`src/rtl/regfile_32x32_pkg.sv`:
```
// regfile_32x32_pkg: MIPS register-file constants shared with the decode stage and the destination mux.
// Latency: n/a (constants only).
// Backpressure: n/a.
package regfile_32x32_pkg;

  localparam int MIPS_DATA_W     = 32;
  localparam int MIPS_REG_ADDR_W = 5;
  localparam int MIPS_NUM_REGS   = 32;

  localparam logic [MIPS_REG_ADDR_W-1:0] MIPS_REG_ZERO = 5'd0;

endpackage : regfile_32x32_pkg

```
`src/rtl/regfile_read_port.sv`:
```
// regfile_read_port: one asynchronous read port: register-0 zero-detect plus optional write-through bypass.
// Latency: combinational, zero cycles.
// Backpressure: none; a read never stalls.
//
// Ports:
//   ard    read address
//   stored reg[ard] as held in the storage array
//   rst    synchronous reset of the owning register file (suppresses the bypass)
//   wren   write enable of the write port
//   awr    write address of the write port
//   din    write data of the write port
//   dout   read data
// Option: REGFILE_BYPASS_EN makes a same-cycle write to the read address visible on dout.
module regfile_read_port #(
  parameter int DATA_W = 32,
  parameter int ADDR_W = 5
) (
  input  logic [ADDR_W-1:0] ard,
  input  logic [DATA_W-1:0] stored,
  input  logic              rst,
  input  logic              wren,
  input  logic [ADDR_W-1:0] awr,
  input  logic [DATA_W-1:0] din,
  output logic [DATA_W-1:0] dout
);

`ifdef REGFILE_BYPASS_EN
  logic bypass_hit;
  // Write-through covers the WB->ID hazard; not while the array is being cleared.
  assign bypass_hit = !rst && wren && (awr != '0) && (ard == awr);
`else
  logic unused_bypass_inputs;
  assign unused_bypass_inputs = ^{rst, wren, awr, din};
`endif

  always_comb begin
    dout = stored;
`ifdef REGFILE_BYPASS_EN
    if (bypass_hit) dout = din;
`endif
    // Register 0 is hardwired: it wins over both the array and the bypass.
    if (ard == '0) dout = '0;
  end

endmodule : regfile_read_port

```
`src/rtl/regfile_32x32.sv`:
```
// regfile_32x32: MIPS GPR file, 32 x 32 bits, two asynchronous read ports, one synchronous write port.
// Latency: reads combinational; writes land at the next rising edge of Clk.
// Backpressure: none; reads and the write never stall or interfere.
//
// Ports:
//   Clk          system clock, all state updates on the rising edge
//   Rst          synchronous active-high reset, clears every register, beats WrEn
//   Ard1/Ard2    read addresses (rs / rt fields)
//   Awr          write address from the destination mux
//   Din, WrEn    writeback data and RegWrite
//   Dout1/Dout2  read data
// Option: define REGFILE_BYPASS_EN for same-cycle write-through on both read ports.
module regfile_32x32
  import regfile_32x32_pkg::*;
#(
  parameter int DATA_W = MIPS_DATA_W,
  parameter int ADDR_W = MIPS_REG_ADDR_W
) (
  input  logic              Clk,
  input  logic              Rst,
  input  logic [ADDR_W-1:0] Ard1,
  input  logic [ADDR_W-1:0] Ard2,
  input  logic [ADDR_W-1:0] Awr,
  input  logic [DATA_W-1:0] Din,
  input  logic              WrEn,
  output logic [DATA_W-1:0] Dout1,
  output logic [DATA_W-1:0] Dout2
);

  localparam int NREGS = 2 ** ADDR_W;

  logic [DATA_W-1:0] regs [NREGS];

  // Entry 0 exists only to keep indexing simple; it is cleared by reset,
  // never written, and masked on read by the port logic.
  always_ff @(posedge Clk) begin
    if (Rst) begin
      for (int i = 0; i < NREGS; i++) regs[i] <= '0;
    end else if (WrEn && (Awr != '0)) begin
      // WrEn is tested first so an unknown Awr with WrEn=0 never reaches the array.
      regs[Awr] <= Din;
    end
  end

  regfile_read_port #(
    .DATA_W (DATA_W),
    .ADDR_W (ADDR_W)
  ) u_rd1 (
    .ard    (Ard1),
    .stored (regs[Ard1]),
    .rst    (Rst),
    .wren   (WrEn),
    .awr    (Awr),
    .din    (Din),
    .dout   (Dout1)
  );

  regfile_read_port #(
    .DATA_W (DATA_W),
    .ADDR_W (ADDR_W)
  ) u_rd2 (
    .ard    (Ard2),
    .stored (regs[Ard2]),
    .rst    (Rst),
    .wren   (WrEn),
    .awr    (Awr),
    .din    (Din),
    .dout   (Dout2)
  );

endmodule : regfile_32x32

```
`config.mk`:
```
export PLATFORM = sky130hd
export DESIGN_NAME = regfile_32x32
export DESIGN_NICKNAME = d
export VERILOG_FILES = /design/src/rtl/regfile_32x32_pkg.sv /design/src/rtl/regfile_read_port.sv /design/src/rtl/regfile_32x32.sv
export SDC_FILE = /design/constraint.sdc
export NUM_CORES = 2
export LEC_CHECK = 0
export ABC_CLOCK_PERIOD_IN_PS = 4380
export CAP_MARGIN = 20
export CORE_MARGIN = 5
export CORE_UTILIZATION = 30
export CTS_CLUSTER_DIAMETER = 150
export DETAILED_ROUTE_END_ITERATION = 12
export GPL_TIMING_DRIVEN = 0
export PLACE_DENSITY = 0.51
export SYNTH_ARGS = -nofsm -noshare
export SYNTH_HDL_FRONTEND = slang
export SYNTH_SLANG_ARGS = --single-unit
export TNS_END_PERCENT = 1
```
`constraint.sdc`:
```
create_clock -name Clk -period 4.38 [get_ports Clk]
set_input_delay 1.095 -clock Clk [delete_from_list [all_inputs] [get_ports Clk]]
set_output_delay 1.095 -clock Clk [all_outputs]
set_load 0.02 [all_outputs]
```
==> results.sh <==
export IMPL_outcome="finished with violations"
export IMPL_violations="setup timing"
export IMPL_io_pins=114
export IMPL_layout_common_cells="edfxtp_1, and2_1, mux4_2, clkbuf_1, mux2i_1"
export IMPL_avgSynthCellArea_um2=15.2
export IMPL_finalHoldViolCount=0
export IMPL_synthTopCellsByArea="edfxtp_1, mux4_2, and2_1"
export IMPL_hold_slack_ps=1170
export IMPL_power_total_mw=24.8
export IMPL_final_antenna_net_count=0
export IMPL_rsz0062_at_grt="true"
export IMPL_worst_slew_pin_slew_ps=971
export IMPL_cts_tree="yes"
export IMPL_dr_pass1_iters=5
export IMPL_ir_drop_mv=0.379
export IMPL_gp_congestion=0.918
export IMPL_synth_warnings=0
export IMPL_setup_worst_path_class="in -> out"
export IMPL_arrival_ps=3390
export IMPL_grt_pass1_vias=35800
export IMPL_placed_area_um2=59400
export IMPL_cts_buffers=117
export IMPL_holdBufCountCts=0
export IMPL_synth_edf_count=1024
export IMPL_synth_seq_cells=1024
export IMPL_die_h_um=436
export IMPL_fillers=17200
export IMPL_multiInputGateArea_um2=23400
export IMPL_critical_path_startpoint_type="input port"
export IMPL_crit_required_ps=3280
export IMPL_pre_cts_ws_ps=-2730
export IMPL_drc=0
export IMPL_maxSlewHeadroom=0.350
export IMPL_netlist_area_um2=54500
export IMPL_syn2layout_area_growth_pct=19.8
export IMPL_finalSetupTns_ps=-308
export IMPL_postSynth_asyncResetShare=0
export IMPL_routed_wirelength_um=223000
export IMPL_seq_area_frac_synth=0.564
export IMPL_cts_buffer_depth=3
export IMPL_ff_latch_area_um2=30700
export IMPL_layout_drive_gt1_share=0.293
export IMPL_leakagePower_nw=22.0
export IMPL_fin_cells=6361
export IMPL_drv_cap=0
export IMPL_grt_ovfl_total=0
export IMPL_fin_crit_sh=1.02
export IMPL_cts_root_buf="clkbuf_16"
export IMPL_dp_cells=6130
export IMPL_busiest_layer="met2"
export IMPL_slew_violations=0
export IMPL_grt_usage=0.228
export IMPL_numPortBuffers=105
export IMPL_worst_slack_ps=-105
export IMPL_endpoint_kind="output port"
export IMPL_largest_register_ffs=1024
export IMPL_reg_largest_list="regs: 1024 flops"
export IMPL_nets=3936
export IMPL_holdCritStartpoint="Din[26]"
export IMPL_grtUsageMet1=0.304
export IMPL_whs_path_depth=2
export IMPL_finalInstanceArea_um2=65300
export IMPL_synth_cell_type_count=38
export IMPL_die_area_um2=190000
export IMPL_cts_htree_levels=3
export IMPL_detailed_place_hpwl_um=156000
export IMPL_setup_viol=11
export IMPL_vias_per_cell=5.60
export IMPL_power_density_nw_per_um2=380
export IMPL_yosys_area_top_type="edfxtp_1"
export IMPL_use_met2=0.362
export IMPL_synth_top_cell_area_share=0.564
export IMPL_grt_pass1_wl_um=302000
export IMPL_final_common_cell="edfxtp_1"
export IMPL_wl_per_cell_um=35.0
export IMPL_crit_fanout=10
export IMPL_min_to="regs[5][26]"
export IMPL_hp_class="in -> reg"
export IMPL_cts_sinks=1024
export IMPL_core_area_um2=181000
export IMPL_grt_max_degree=33
export IMPL_ys_flop_type="edfxtp_1"
export IMPL_grt_util_met3=0.0437
export IMPL_fin_util=0.361
export IMPL_antenna_found_initial=6
export IMPL_fin_crit_ps=4490
export IMPL_top_register="regs"
export IMPL_drtIter0Drc=4326
export IMPL_route_vias_total=35600
export IMPL_fmax_ghz=0.223
export IMPL_die_w_um=436
export IMPL_synthCells=3580
export IMPL_clk_pin_slew_worst_paths_ps=60
export IMPL_start_util=0.301
export IMPL_num_rows=156
-- layout make-up --
type                    count  area share
diodes                      9    0.000345
plain buffers             394      0.0405
clock buffers             154      0.0476
clock inverters            61     0.00703
inverters                   2    0.000115
multi-input cells        2187       0.359
flip-flops and latches   1024       0.471
well taps                2370      0.0454
repair buffers            160      0.0292
-- layer usage --
metal  part of all wire  vias up
met2               0.46     1958
met4              0.053        0
met5                  0        -
li1                   -    14500
met3              0.082      372
met1               0.40    18800
-- synthesized netlist by cell type (35+ instances only) --
library cell,number
nor2b_1,37
nor2_1,40
edfxtp_1,1024
clkbuf_1,283
o21ai_0,56
buf_4,35
mux4_2,448
a22oi_1,64
a221oi_1,51
mux2i_1,192
buf_2,63
and2_1,994
-- how the worst max path moves through the flow --
stage / startpoint / end / slack [ps] / depth (start not counted)
6_report: Ard1[3] / Dout1[2] / -110 / 7
5_1_grt: Ard1[1] / Dout1[2] / -50 / 9
4_1_cts: Ard2[0] / Dout2[14] / -80 / 10
3_5_place_dp: Ard1[3] / Dout1[16] / -2730 / 8
3_3_place_gp: Ard1[3] / Dout1[19] / -2830 / 8
2_1_floorplan: Ard1[1] / Dout1[29] / 480 / 7
-- power by group --
part	internal (mW)	switching [mW]	leakage, nW
registers	11.3	0.283	9.75
logic	1.49	2.22	10.5
clock network	5.35	4.17	1.75
-- logic make-up after synthesis --
family          synth area share
compound gates            0.0458
buf+inv                   0.0338
flops                      0.564
mux                        0.227
other cells            0.0000688
simple gates               0.129
-- what timing repair did --
item                                    in CTS  in global routing
endpoints found under the hold margin        0                  0
endpoints found under the setup margin      64                 59
pin swaps                                   38                 19
resized for setup                          745                 56
buffers inserted                             4                  1
cloned                                       0                  1
-- critical path: stages --
cell and delay, ps:
clkdlybuf4s15_2 320, clkbuf_16 250, clkbuf_2 290, buf_8 230, o2111ai_1 230, a311oi_2 550, dlygate4sd2_1 410
(Power assumes the default switching activity.)
==> edit: new RTL, same settings <==
Build with the macro `REGFILE_BYPASS_EN` defined.
--- a/src/rtl/regfile_read_port.sv
+++ b/src/rtl/regfile_read_port.sv
@@ -12,4 +12,6 @@
 //   dout   read data
 // Option: REGFILE_BYPASS_EN makes a same-cycle write to the read address visible on dout.
+`define REGFILE_BYPASS_EN
+
 module regfile_read_port #(
   parameter int DATA_W = 32,
Function: not settled (the Yosys comparison gave no result); the edit may change what the design does.
==> edit against the original RTL <==
The flow still finishes with violations (setup timing); synthesized area up 3.3%; final area up 7.0%; sequential cell count unchanged; fmax down 5.6%; first-iteration DRC count up 47%; wire length up 30%; clock power up 3.7%; total power up 5.7%; largest cell class unchanged; setup slack worse by 0.27 ns.
==> edit: results (changes against the original RTL) <==
status=finished, violations left; violated checks=setup timing; global-route wire length before repair=374 mm (+24%); post-synthesis cell type count=70 (+84%); CTS H-tree depth=3 (unchanged); Total GRT Usage=28.4% (+5.6 points); largest net degree at the start of global routing=33 (unchanged); Vias=41800 (+17%); Worst IR Drop VDD=313 uV (-17%); crit path max fanout=10 (unchanged); clock power share=37.6% (-0.7 points); Fillers=17700 (+3.4%); count of flip-flops with a built-in enable after synthesis=1024 (unchanged); DR pass1 iterations=6 (+1); Post-synth top cells=edfxtp_1 (1024), and2_1 (980), mux4_2 (399), clkbuf_1 (272), mux2i_1 (223); hpwl dp=204 mm (+31%); P_leak=24.1 nW (+9.6%); post-synthesis sequential area ratio=54.7% (-1.8 points); share of layout cells above drive strength 1=29.6% (+0.31 points); vias in the first global route=40400 (+13%); mux share of post-synthesis cell area=20.7% (-2.0 points); initial antenna violation count=23 (+17); slowest stage delay, CP=0.33 ns (-0.22 ns); setup violators final=63 (+52); slowest cell on the critical path=mux4_2; Placer Congestion=1.02 (+11%); Slew headroom=21.4% (-14 points); ranking of synthesized cells by area=edfxtp_1 (55%), mux4_2 (16%), and2_1 (11%); Worst EP arrival=3.66 ns (+0.27 ns); PwrDens=376 nW/um^2 (-1.2%); nets=4369 (+11%); Worst path top cell family by delay=buffers and inverters; Reg power frac=44.2% (-2.5 points); compound-cell area share of the yosys netlist=6.70% (+2.1 points); 1st-iter DRT viols=6350 (+47%); Switch Pwr=7.65 mW (+15%); Synth Area in XOR/XNOR=0.156% (+0.16 points); adder-cell share of the synthesized area=0% (unchanged); worst setup margin=-0.373 ns (-0.267 ns); Buffers on Ports=107 (+1.9%); WL per Instance=41.8 um (+19%); post-placement setup slack=-2.95 ns (-0.225 ns)
## edit: cell types whose count changed in the layout (fill, tap and decap cells not counted), moves of 28 or more
cell and delta:
a21oi_1 +35, buf_8 +31, a21o_1 +29, nand2_1 +50, o21ai_2 -31, buf_4 +32
nor3_1 +37, buf_12 +50, buf_16 +32, o211ai_1 +28, mux4_2 -49, nor2b_1 -30
## edit: per-layer routing
layer,GRT usage [%],part of all wire [%],up-vias
li1,-,-,16000
met3,8.23,11,974
met4,24.7,11,6
met1,33.2,35,21600
met5,0,0.027,-
met2,42.8,44,3258
## edit: cell families after synthesis
group,count (synthesis)
buf+inv,435
xor+xnor,10
mux,656
flops,1024
compound gates,497
other cells,1
simple gates,1296
## edit: cell type report
type                            count  area [sq um]  share of cell area (%)
Sequential cell                  1024         30700                    44.0
Multi-Input combinational cell   2491         25200                    36.1
Buffer                            423          4010                    5.74
Tap cell                         2495          3120                    4.47
Clock buffer                      143          3070                    4.39
Timing Repair Buffer              255          3000                    4.30
Clock inverter                     74           636                   0.910
Inverter                            7          36.3                  0.0519
Antenna cell                       14          35.0                  0.0502
## edit: stage by stage
stage	cell area, sq um	TNS (ns)	instances	hold WS (ns)	utilization [%]
after detailed placement	61400	-330.93	6600	1.97	32.8
after global routing	69800	-9.79	6913	1.21	37.3
after global placement	60600	-510.45	6552	1.96	32.4
after CTS	69100	-12.16	6887	1.15	36.9
after floorplan	56400	0	3950	1.29	-
final	69800	-11.90	6926	1.19	37.3
## edit: worst paths after layout
path	from	end	depth (start not counted)
worst max-delay path	Ard1[1]	Dout1[31]	11
worst min-delay path	Rst	regs[0][0]$_SDFFCE_PN0P_	2
## edit: timing repair
item,4_1_cts,5_1_grt
cloned,0,2
endpoints found under the setup margin,64,64
pin swaps,68,52
resized for setup,1029,136
buffers inserted,75,20
